==> config.mk <==
export PLATFORM = sky130hd
export DESIGN_NAME = uart_cmd_parser_flat
export DESIGN_NICKNAME = d
export VERILOG_FILES = /design/src/rtl/uart_cmd_parser_if.sv /design/src/rtl/uart_cmd_parser.sv /design/src/flat_wrapper.sv
export SDC_FILE = /design/constraint.sdc
export NUM_CORES = 1
export LEC_CHECK = 0
export ABC_AREA = 0
export ABC_CLOCK_PERIOD_IN_PS = 5750
export CAP_MARGIN = 0
export CORE_ASPECT_RATIO = 0.5
export CORE_MARGIN = 2
export CORE_UTILIZATION = 52
export DETAILED_ROUTE_END_ITERATION = 7
export PLACE_DENSITY = 0.75
export SLEW_MARGIN = 20
export SYNTH_ARGS = -nofsm -noshare
export SYNTH_HDL_FRONTEND = slang
export SYNTH_SLANG_ARGS = --single-unit
==> constraint.sdc <==
create_clock -name clk -period 5.75 [get_ports clk]
set_clock_uncertainty 0.05 [all_clocks]
set_input_delay 1.15 -clock clk [delete_from_list [all_inputs] [get_ports clk]]
set_output_delay 1.15 -clock clk [all_outputs]
set_load 0.01 [all_outputs]
==> src/rtl/uart_cmd_parser_if.sv <==
`default_nettype none
// ============================================================================
// Module   : uart_cmd_parser_if
// Purpose  : Bundles the byte input from the UART receiver and the published
//            position/phase outputs of the command parser.
// Ports    : rx_data/rx_rdy   - received byte and its ready level
//            pos_x/pos_y      - clamped levitation-centre coordinates
//            delay            - 10-bit phase delay (1024 counts = 360 deg)
//            upd              - one-cycle commit strobe
//            busy/led/err_cnt - frame-in-progress, status LED (active low),
//                               saturating aborted-frame count
// Modports : master - byte source / output consumer
//            slave  - the parser itself
// Revision : 1.0 - initial release
// ============================================================================
interface uart_cmd_parser_if;
    logic [7:0] rx_data;
    logic       rx_rdy;
    logic [2:0] pos_x;
    logic [2:0] pos_y;
    logic [9:0] delay;
    logic       upd;
    logic       busy;
    logic       led;
    logic [7:0] err_cnt;

    modport master (
        output rx_data, rx_rdy,
        input  pos_x, pos_y, delay, upd, busy, led, err_cnt
    );

    modport slave (
        input  rx_data, rx_rdy,
        output pos_x, pos_y, delay, upd, busy, led, err_cnt
    );
endinterface
`default_nettype wire

==> src/rtl/uart_cmd_parser.sv <==
`default_nettype none
// ============================================================================
// Module   : uart_cmd_parser
// Purpose  : Assembles 4-byte command frames (FF, cmd, phase, 3C) from the
//            UART receiver, moves the levitation centre within a clamped
//            grid and publishes the phase delay with a one-cycle strobe.
// Ports    : clk   - system clock (same clock as the UART modules)
//            rst_n - asynchronous reset, active low
//            bus   - uart_cmd_parser_if.slave (byte in, registered outputs)
// Params   : TIMEOUT_CYC - idle cycles allowed between bytes of a frame (>=2)
//            GRID_MAX    - largest legal centre coordinate
//            INIT_X/Y    - reset coordinates
// Revision : 1.0 - initial release
// ============================================================================
module uart_cmd_parser #(
    parameter int TIMEOUT_CYC = 250000,
    parameter int GRID_MAX    = 4,
    parameter int INIT_X      = 3,
    parameter int INIT_Y      = 3
) (
    input  wire logic          clk,
    input  wire logic          rst_n,
    uart_cmd_parser_if.slave   bus
);

    localparam int             c_TMR_W    = $clog2(TIMEOUT_CYC);
    localparam logic [c_TMR_W-1:0] c_TMR_LAST = c_TMR_W'(TIMEOUT_CYC - 1);
    localparam logic [2:0]     c_GRID_MAX = 3'(GRID_MAX);
    localparam logic [7:0]     c_HEADER   = 8'hFF;
    localparam logic [7:0]     c_TRAILER  = 8'h3C;

    typedef enum logic [1:0] {
        S_IDLE = 2'd0,
        S_HDR  = 2'd1,
        S_CMD  = 2'd2,
        S_PH   = 2'd3
    } state_t;

    state_t             r_state;
    logic               r_rdy_q;
    logic [c_TMR_W-1:0] r_tmr;
    logic [7:0]         r_cmd;
    logic [7:0]         r_phase;
    logic [2:0]         r_pos_x;
    logic [2:0]         r_pos_y;
    logic [9:0]         r_delay;
    logic               r_upd;
    logic               r_busy;
    logic               r_led;
    logic [7:0]         r_err_cnt;

    // rx_rdy is a level; only its rising edge counts as a new byte, so a
    // level held high is consumed exactly once.
    logic w_byte_evt;
    assign w_byte_evt = bus.rx_rdy & ~r_rdy_q;

    always_ff @(posedge clk or negedge rst_n) begin
        if (!rst_n) begin
            r_state   <= S_IDLE;
            r_rdy_q   <= 1'b0;
            r_tmr     <= '0;
            r_cmd     <= 8'd0;
            r_phase   <= 8'd0;
            r_pos_x   <= 3'(INIT_X);
            r_pos_y   <= 3'(INIT_Y);
            r_delay   <= 10'd0;
            r_upd     <= 1'b0;
            r_busy    <= 1'b0;
            r_led     <= 1'b1;
            r_err_cnt <= 8'd0;
        end else begin
            r_rdy_q <= bus.rx_rdy;
            r_upd   <= 1'b0;

            // A byte event takes priority over timer expiry in the same cycle.
            if (w_byte_evt) begin
                r_tmr <= '0;
                case (r_state)
                    S_IDLE: begin
                        if (bus.rx_data == c_HEADER) begin
                            r_state <= S_HDR;
                            r_busy  <= 1'b1;
                            r_led   <= 1'b0;
                        end else begin
                            r_led   <= 1'b1;
                        end
                    end
                    S_HDR: begin
                        r_cmd   <= bus.rx_data;
                        r_state <= S_CMD;
                    end
                    S_CMD: begin
                        r_phase <= bus.rx_data;
                        r_state <= S_PH;
                    end
                    S_PH: begin
                        r_state <= S_IDLE;
                        r_busy  <= 1'b0;
                        if (bus.rx_data == c_TRAILER) begin
                            // Commit: move the centre with clamping (no wrap).
                            case (r_cmd)
                                8'h41: if (r_pos_x != 3'd0)       r_pos_x <= r_pos_x - 3'd1;
                                8'h44: if (r_pos_x <  c_GRID_MAX) r_pos_x <= r_pos_x + 3'd1;
                                8'h57: if (r_pos_y <  c_GRID_MAX) r_pos_y <= r_pos_y + 3'd1;
                                8'h53: if (r_pos_y != 3'd0)       r_pos_y <= r_pos_y - 3'd1;
                                default: ;
                            endcase
                            r_delay <= {r_phase, 2'b00};
                            r_upd   <= 1'b1;
                        end else begin
                            r_led <= 1'b1;
                            if (r_err_cnt != 8'hFF) r_err_cnt <= r_err_cnt + 8'd1;
                        end
                    end
                    default: begin
                        r_state <= S_IDLE;
                        r_busy  <= 1'b0;
                    end
                endcase
            end else if (r_state != S_IDLE) begin
                if (r_tmr == c_TMR_LAST) begin
                    // Inter-byte gap too long: drop the partial frame.
                    r_state <= S_IDLE;
                    r_busy  <= 1'b0;
                    r_led   <= 1'b1;
                    r_tmr   <= '0;
                    if (r_err_cnt != 8'hFF) r_err_cnt <= r_err_cnt + 8'd1;
                end else begin
                    r_tmr <= r_tmr + 1'b1;
                end
            end
        end
    end

    assign bus.pos_x   = r_pos_x;
    assign bus.pos_y   = r_pos_y;
    assign bus.delay   = r_delay;
    assign bus.upd     = r_upd;
    assign bus.busy    = r_busy;
    assign bus.led     = r_led;
    assign bus.err_cnt = r_err_cnt;

endmodule
`default_nettype wire

==> src/flat_wrapper.sv <==
// flat-port wrapper written by rule: the top's interface ports become plain ports
module uart_cmd_parser_flat 
#(
    parameter int TIMEOUT_CYC = 250000,
    parameter int GRID_MAX    = 4,
    parameter int INIT_X      = 3,
    parameter int INIT_Y      = 3
)
  (clk, rst_n, bus_rx_data, bus_rx_rdy, bus_pos_x, bus_pos_y, bus_delay, bus_upd, bus_busy, bus_led, bus_err_cnt);
  uart_cmd_parser_if bus_i ();
  input  wire logic clk;
  input  wire logic rst_n;
  input wire logic [$bits(bus_i.rx_data)-1:0] bus_rx_data;
  input wire logic [$bits(bus_i.rx_rdy)-1:0] bus_rx_rdy;
  output wire logic [$bits(bus_i.pos_x)-1:0] bus_pos_x;
  output wire logic [$bits(bus_i.pos_y)-1:0] bus_pos_y;
  output wire logic [$bits(bus_i.delay)-1:0] bus_delay;
  output wire logic [$bits(bus_i.upd)-1:0] bus_upd;
  output wire logic [$bits(bus_i.busy)-1:0] bus_busy;
  output wire logic [$bits(bus_i.led)-1:0] bus_led;
  output wire logic [$bits(bus_i.err_cnt)-1:0] bus_err_cnt;
  assign bus_i.rx_data = bus_rx_data;
  assign bus_i.rx_rdy = bus_rx_rdy;
  assign bus_pos_x = bus_i.pos_x;
  assign bus_pos_y = bus_i.pos_y;
  assign bus_delay = bus_i.delay;
  assign bus_upd = bus_i.upd;
  assign bus_busy = bus_i.busy;
  assign bus_led = bus_i.led;
  assign bus_err_cnt = bus_i.err_cnt;
  uart_cmd_parser #(.TIMEOUT_CYC(TIMEOUT_CYC), .GRID_MAX(GRID_MAX), .INIT_X(INIT_X), .INIT_Y(INIT_Y)) u_core (.clk(clk), .rst_n(rst_n), .bus(bus_i));
endmodule
==> metrics.txt <==
status finished with violations; failing checks design-rule violations; Worst Setup Path Type in -> reg; CTS tree built; minimum clock period 3.43 ns; total grt overflow 0; leakage power roughly 1.7 nW; later-pin clock latency in the skew report 0.32 ns; CP Launch Type primary input; share of flip-flops with an asynchronous set or reset 100%; Remaining DRCs 5; pwr/cell area 333 nW/um^2; DR WL/cell 15.1 microns; max-slew violations 0; vias in the first global route 2273; final setup fails 0; Via density about 5.7; worst-margin pin slew around 0.95 ns; register bit total from synthesis 62; Layout Cells excl Fill 399; EDFF count, synth 0; distinct cell type count after synthesis 45; nets@finish 342; GRT Resource Usage Total 20.4%; Peak VDD IR 0.149 mV; Syn Area/Cell 10.9 sq um; Vias 2270; Post-Syn Instances 283; Layout Utilization 67.6%; clk sinks 62; Cell Rows 19; Post-Syn Area 3090 sq um; IO Count 38; die span in y 58.5 microns; largest net degree at the start of global routing 63; Place WS 2.03 ns; post-route clock period utilization 59.6%; Clock transition at path regs ~0.050 ns; Syn. warnings 0; WL final 6040 microns; core region area 5610 sq um; Seq/Total Area, Yosys about half; final hold vios 0; Hold WC Path Type reg -> reg; Clock Tree Root clkbuf_16; Initial Util 55.1%; buffers added on ports 35; crit path DAT 3.58 ns; Max clock buf depth 2; Placed Cells 383; H-tree levels 3; fmax 0.292 GHz; Post-CTS Setup Bufs 0; CTS hold repair buffers 0; Placer Congestion between 0.8 and 0.9; Relative slew margins 36.9%; Final ANT Viol Nets 0; die width roughly 110 microns; post-route setup TNS 0 ns; Crit path required time 5.90 ns; die area 6610 sq um; initial antenna violation count 0; CP Capture Type flip-flop; CTS resizes 0; Post-synth top flop dfrtp_1; 1st-iter DRT viols 174; Max Cap Viol 0; number of diodes 0; drt pass-1 iters 6; unrepaired setup endpoints after global routing false; area added between synthesis and finish 22.6%; share of cells above drive strength 1 16.6%; Num CTS Buffers 9; first-pass GRT wire length ~10000 microns; maximum fanout along the worst path 12; Final WS setup around 2.3 ns; fill cell count roughly 400; post-DP HPWL 4080 microns
cell families (layout without fill, tap and decap cells):
group           Yosys count  after routing  synth area share [%]
compound gates           31             31                  6.76
fa+ha+maj                10             10                  4.53
buf+inv                  16             58                  2.71
flops                    62             62                  50.4
simple gates            114            114                  19.2
other cells               1              2                 0.121
mux                      29             29                  10.6
xor+xnor                 20             20                  5.67
through the flow:
| step | total power [W] | area (sq um) | hold slack (ns) |
|---|---|---|---|
| after floorplan | 0.000625 | 3090 | 0.421 |
| after global placement | 0.000709 | 3480 | 0.433 |
| after detailed placement | 0.000716 | 3480 | 0.442 |
| after CTS | 0.00128 | 3790 | 0.454 |
| after global routing | 0.00132 | 3790 | 0.472 |
| final | 0.00126 | 3790 | 0.452 |
power by group:
part	internal, W	switching, W
Sequential	0.000480	0.0000460
Combinational	0.000100	0.0000840
Clock	0.000370	0.000183
sequential cells by signal, indices dropped and copies added (netlist names), 2 cells and up:
| register | flops |
|---|---|
| u_core.r_phase | 8 |
| u_core.bus.pos_y | 3 |
| u_core.bus.delay | 8 |
| u_core.r_tmr | 18 |
| u_core.r_cmd | 8 |
| u_core.bus.err_cnt | 8 |
| u_core.r_state | 2 |
| u_core.bus.pos_x | 3 |
area by class of cell:
cell class	instances	area (sq um)	area share (%)
clock buffer	13	270	7.13
clock inverter	3	42.5	1.12
inverter	6	22.5	0.594
multi-input combinational	206	1450	38.3
sequential	62	1560	41.1
tap	73	91.3	2.41
timing repair buffer	36	353	9.31
cell usage in the layout, fill, tap and decap left out, types with 3 or more instances in the layout:
master           instances
clkdlybuf4s50_1         34
nand3_1                 15
dfstp_2                  5
nor2_1                  30
nand2_1                 20
xor2_1                  12
clkbuf_8                 3
nor2b_1                  3
xnor2_1                  8
ha_1                     8
inv_1                    6
nor4_1                   7
dfrtp_1                 57
o21ai_0                  5
clkbuf_16                9
mux2_2                  26
and3_1                   5
nor3_1                   9
a21oi_1                 10
nand4_1                 14
worst max-delay path: stages:
cell and delay [ns]:
clkdlybuf4s50_1 0.49, nor2b_1 0.47, nand4_1 0.63, nor2_1 0.38, nor4bb_1 0.38, nor3_1 0.08
metal layers:
| metal | share of wire, % | track usage, % | vias to the layer above |
|---|---|---|---|
| met3 | 5.5 | 8.03 | 10 |
| met2 | 47 | 33.1 | 62 |
| met1 | 47 | 25.9 | 1107 |
| met4 | 1.2 | 6.27 | 0 |
| met5 | 0 | 0 | - |
| li1 | - | - | 1091 |
Yosys cell counts (all sizes together) (8+ instances only):
master	count	area (sq um)
xnor2	8	70.1
xor2	12	105
ha	8	100
a21oi	10	50.1
dfrtp	57	1430
nand4	14	87.6
nor3	9	45.0
nand3	16	85.1
nand2	20	75.1
nor2	30	113
nor4	8	56.3
mux2	27	308
worst paths after layout:
| path | startpoint | to | slack [ns] | cells after the start |
|---|---|---|---|---|
| worst max-delay path | bus_rx_rdy | u_core.bus.pos_y[2]$_DFFE_PN0P_ | 2.32 | 6 |
| worst min-delay path | u_core.bus.delay[8]$_DFFE_PN0P_ | u_core.bus.delay[8]$_DFFE_PN0P_ | 0.45 | 1 |
| worst max register to register | u_core.r_tmr[3]$_DFFE_PN0P_ | u_core.bus.err_cnt[1]$_DFFE_PN0P_ | 3.17 | 5 |
| worst min register to register | u_core.bus.delay[8]$_DFFE_PN0P_ | u_core.bus.delay[8]$_DFFE_PN0P_ | 0.45 | 1 |
| max in group asynchronous | rst_n | u_core.r_tmr[15]$_DFFE_PN0P_ | 4.20 | 2 |
| min in group asynchronous | rst_n | u_core.r_tmr[14]$_DFFE_PN0P_ | 0.91 | 2 |
Note: power is estimated with default switching activity, not from simulation.
==> patch 1: new RTL, same flow settings <==
`TIMEOUT_CYC` is set to 250000 in 2 places; all go to 500000.
--- a/src/rtl/uart_cmd_parser.sv
+++ b/src/rtl/uart_cmd_parser.sv
@@ -13,7 +13,7 @@
 // Revision : 1.0 - initial release
 // ============================================================================
 module uart_cmd_parser #(
-    parameter int TIMEOUT_CYC = 250000,
+    parameter int TIMEOUT_CYC = 500000,
     parameter int GRID_MAX    = 4,
     parameter int INIT_X      = 3,
     parameter int INIT_Y      = 3
--- a/src/flat_wrapper.sv
+++ b/src/flat_wrapper.sv
@@ -1,7 +1,7 @@
 // flat-port wrapper written by rule: the top's interface ports become plain ports
 module uart_cmd_parser_flat 
 #(
-    parameter int TIMEOUT_CYC = 250000,
+    parameter int TIMEOUT_CYC = 500000,
     parameter int GRID_MAX    = 4,
     parameter int INIT_X      = 3,
     parameter int INIT_Y      = 3
Check against the original RTL: no difference found for any inputs over 10 cycles, from zero or initial values and one cycle with rst_n low; that may be too few to reach the edited logic, so the function may still have changed.
==> patch 1 against the original RTL <==
Design area grew 5.2%. Clock power up 12%. Total power increased by 3.7%. Sequential power down 0.8%. Worst setup slack better by 0.15 ns. Synthesized cell count rose by 4.6%. Register-to-register slack worse by 0.40 ns. Routed wire length grew 9.3%. Cell count increased by 7.3%. Area after synthesis increased by 4.1%. Via count up 8.4%. Critical endpoint is now u_core.bus.pos_x[2]$_DFFE_PN0P_. Sequential cell count increased by 1.
==> patch 1: results (changes against the original RTL) <==
mux cell area share after synthesis -> 10.3% (-0.30 points)
hold slack -> 0.448 ns (-0.00377 ns)
worst r2r src -> u_core.r_tmr[0]$_DFFE_PN0P_
Met2 Wirelength -> 3240 microns (+15%)
vias in the first global route -> 2,451 (+7.8%)
Critical Path End -> u_core.bus.pos_x[2]$_DFFE_PN0P_
Post-Synth XOR/XNOR Area -> 3.27% (-2.4 points)
placed insts -> 412 (+7.6%)
Adder-Cell Fraction of Synth Area -> 4.36% (-0.18 points)
post-cts sizing count -> 0 (unchanged)
Comb pwr share -> 12.8% (-1.8 points)
layout cells sized above 1 -> 16.5% (-0.094 points)
critical path launch point -> bus_rx_data[1]
Hold Startpoint -> u_core.r_phase[7]$_DFFE_PN0P_
wl on met1 -> 3050 microns (+8.2%)
comb pwr -> 167 uW (-9%)
Synth area leaders -> dfrtp_1, mux2_2, dfstp_2, nand3_1, ha_1
routed wire length -> 6600 microns (+9.3%)
Hold Path Class -> flip-flop to flip-flop
final std cells w/o fill -> 428 (+7.3%)
via/cell ratio -> 5.75 (+1.0%)
first-pass GRT wire length -> 11,300 microns (+7.7%)
worst-path maximum fanout -> 6 (-6)
CP max stage delay -> 0.61 ns (-0.02 ns)
Unique masters post-synth -> 54 (+20%)
Final GP Congestion -> 0.894 (+9.8%)
mean post-synth cell area -> 10.9 sq um (-0.48%)
Worst path slowest cell -> or4_4
Clk network pwr share -> 47.4% (+3.6 points)
Worst slew margin -> 45.2% (+8.2 points)
Initial DRC Count -> 157 (-9.8%)
CTS sink cnt -> 63 (+1.6%)
fin crit period -> 3.28 ns (-0.147 ns)
outcome -> completed
maximum vdd ir drop -> 160 uV (+7.0%)
FF-to-FF setup slack -> 2.77 ns (-0.40 ns)
Detailed Place HPWL -> 4450 microns (+8.9%)
main combinational cell family by area after synthesis -> simple AND/OR/NAND/NOR gates
Synth Area in Compound Gates -> 10.6% (+3.8 points)
Post-DP Area -> 0.00364 sq mm (+4.6%)
Post-synth top cells -> dfrtp_1, mux2_2, nand3_1
Largest register FFs -> 19 (+1)
# nets final -> 356 (+4.1%)
sequential element share of the synthesized area -> 49.2% (-1.2 points)
Hold Path End -> u_core.bus.delay[9]$_DFFE_PN0P_
Worst Reg-to-Reg Cells -> 6 (+1)
largest net degree at the start of global routing -> 64 (+1.6%)
Psw -> 306 uW (-2.4%)
Pleak -> 0.00176 uW (+6.3%)
metal3 WL -> 241 microns (-27%)
GRT Overall Usage -> 21.3% (+0.90 points)
## patch 1: cell types whose count changed after synthesis, moves of 3 or more
cell / unedited run / this run
a21o_1: 1 / 4
a21oi_1: 10 / 6
and3_1: 5 / 13
nand2_1: 20 / 15
nand3_1: 15 / 23
nand4_1: 14 / 7
nor2_1: 30 / 14
nor3_1: 9 / 13
o21ai_0: 5 / 13
or3_1: 0 / 5
xor2_1: 12 / 2
## patch 1: critical path, delay by kind of cell
family                 cells  cell delay, ns
buffers and inverters      1            0.48
muxes                      1            0.31
and+or+nand+nor            3            1.49
## patch 1: routing by layer
metal	vias up	track usage, %
met1	1205	26.4
li1	1178	-
met5	-	0
met2	69	37.2
met3	8	5.52
met4	0	7.23
## patch 1: area by class of cell
| cell class | count | area, sq um |
|---|---|---|
| clock buffers | 11 | 243 |
| clock inverters | 5 | 105 |
| fillers | 445 | 2040 |
| inverters | 7 | 26.3 |
| multi-input cells | 218 | 1570 |
| flip-flops and latches | 63 | 1580 |
| well taps | 88 | 110 |
| repair buffers | 36 | 353 |
==> patch 2: new RTL, config.mk and constraints unchanged <==
Without the edit above. The 4 states of `state_t` get a one-hot encoding in 4 bits.
--- a/src/rtl/uart_cmd_parser.sv
+++ b/src/rtl/uart_cmd_parser.sv
@@ -29,11 +29,11 @@
     localparam logic [7:0]     c_HEADER   = 8'hFF;
     localparam logic [7:0]     c_TRAILER  = 8'h3C;
 
-    typedef enum logic [1:0] {
-        S_IDLE = 2'd0,
-        S_HDR  = 2'd1,
-        S_CMD  = 2'd2,
-        S_PH   = 2'd3
+    typedef enum logic [3:0] {
+        S_IDLE = 4'b0001,
+        S_HDR  = 4'b0010,
+        S_CMD  = 4'b0100,
+        S_PH   = 4'b1000
     } state_t;
 
     state_t             r_state;
Function: same outputs for any inputs over 10 cycles, from zero or initial values and one cycle with rst_n low; not proved beyond that.
==> patch 2 against the original RTL <==
Synthesized cell count up 1.4%. Critical endpoint is now u_core.bus.pos_x[1]$_DFFE_PN1P_. Via count rose by 1.3%. Highest routed layer unchanged. Utilization grew 0.31 points. Routed wire length is 5.8% higher. Sequential cell count rose by 2. Clock power up 3%. Register-to-register slack worse by 0.02 ns. Worst setup slack gained 0.017 ns. Global-route usage increased by 0.91 points. Non-clock buffer count increased by 2. Total power grew 16%. Area after synthesis shrank 1.5%. Design area is 0.40% lower.
==> patch 2: results (changes against the original RTL) <==
metal3 WL -> 291 microns (-12%)
Post-Synth XOR/XNOR Area -> 6.04% (+0.37 points)
Synth Area in Compound Gates -> 7.35% (+0.59 points)
Worst path slowest cell -> or4_4
critical path launch point -> bus_rx_data[1]
Adder-Cell Fraction of Synth Area -> 1.89% (-2.6 points)
# nets final -> 341 (-0.29%)
Unique masters post-synth -> 51 (+13%)
vias in the first global route -> 2,229 (-1.9%)
Pleak -> 0.00168 uW (+1.2%)
Avg WL per Cell -> 15.8 microns (+4.5%)
Detailed Place HPWL -> 4410 microns (+8.1%)
Initial DRC Count -> 140 (-20%)
via count -> 2,300 (+1.3%)
GRT Overall Usage -> 21.4% (+0.91 points)
Synth Instances -> 287 (+1.4%)
wl on met1 -> 3010 microns (+7.0%)
first-pass GRT wire length -> 10,700 microns (+2.2%)
maximum vdd ir drop -> 292 uV (+96%)
Hold Startpoint -> u_core.r_phase[5]$_DFFE_PN0P_
routed wire length -> 6390 microns (+5.8%)
Synth area leaders -> dfrtp_1, mux2_2, dfstp_2, nand2_1, xnor2_1
fillcell total -> 429 (+8.1%)
Final GP Congestion -> 0.828 (+1.7%)
worst slack, placed -> 2.01 ns (-0.0241 ns)
clk buf depth -> 2 (unchanged)
placed insts -> 388 (+1.3%)
CP Data Arrival Time -> 3.61 ns (+0.03 ns)
worst r2r src -> u_core.r_state[0]$_DFFE_PN1P_
outcome -> completed
Post-DP Area -> 0.00346 sq mm (-0.50%)
## patch 2: changes by cell type after synthesis, moves of 4 or more
cell	delta
nand2_1	+22
mux2_2	-9
xnor2_1	+9
xor2_1	-8
nand3_1	-6
nor2_1	-6
ha_1	-5
nor4_1	-5
nor4b_1	+5
a21oi_1	-4
clkbuf_1	+4
## patch 2: cell type report
type | count | area (sq um) | share of cell area (%)
clock buffers | 13 | 250 | 6.63
multi-input cells | 209 | 1380 | 36.5
well taps | 73 | 91.3 | 2.42
repair buffers | 38 | 368 | 9.74
flip-flops and latches | 64 | 1610 | 42.6
inverters | 4 | 15.0 | 0.398
clock inverters | 3 | 65.1 | 1.72
## patch 2: path summary, 6_finish.rpt
check | cells past startpoint | slack (ns) | end
setup / recovery | 5 | 2.34 | u_core.bus.pos_x[1]$_DFFE_PN1P_
hold / removal | 2 | 0.41 | u_core.bus.delay[7]$_DFFE_PN0P_
setup reg to reg | 6 | 3.15 | u_core.bus.err_cnt[1]$_DFFE_PN0P_
hold reg to reg | 2 | 0.41 | u_core.bus.delay[7]$_DFFE_PN0P_
max in group asynchronous | 2 | 4.17 | u_core.bus.err_cnt[4]$_DFFE_PN0P_
min in group asynchronous | 2 | 0.94 | u_core.r_tmr[15]$_DFFE_PN0P_
## patch 2: metal layers
layer	vias to the layer above	global-route usage (%)
met1	1135	28.0
li1	1105	-
met2	51	34.2
met3	9	7.32
met4	0	6.79
met5	-	0
## patch 2: power by group
part | internal, uW | switching (uW) | total, uW | leakage, uW
registers | 532 | 78.7 | 610 | 0.000841
clock network | 390 | 181 | 572 | 0.000154
logic | 142 | 138 | 279 | 0.000680
total | 1060 | 398 | 1460 | 0.00168
## patch 2: tightest hold or removal path, cell delays in order (launching register included)
cell and delay, ns:
dfrtp_1 0.34, nand2_1 0.05, nand2_1 0.05
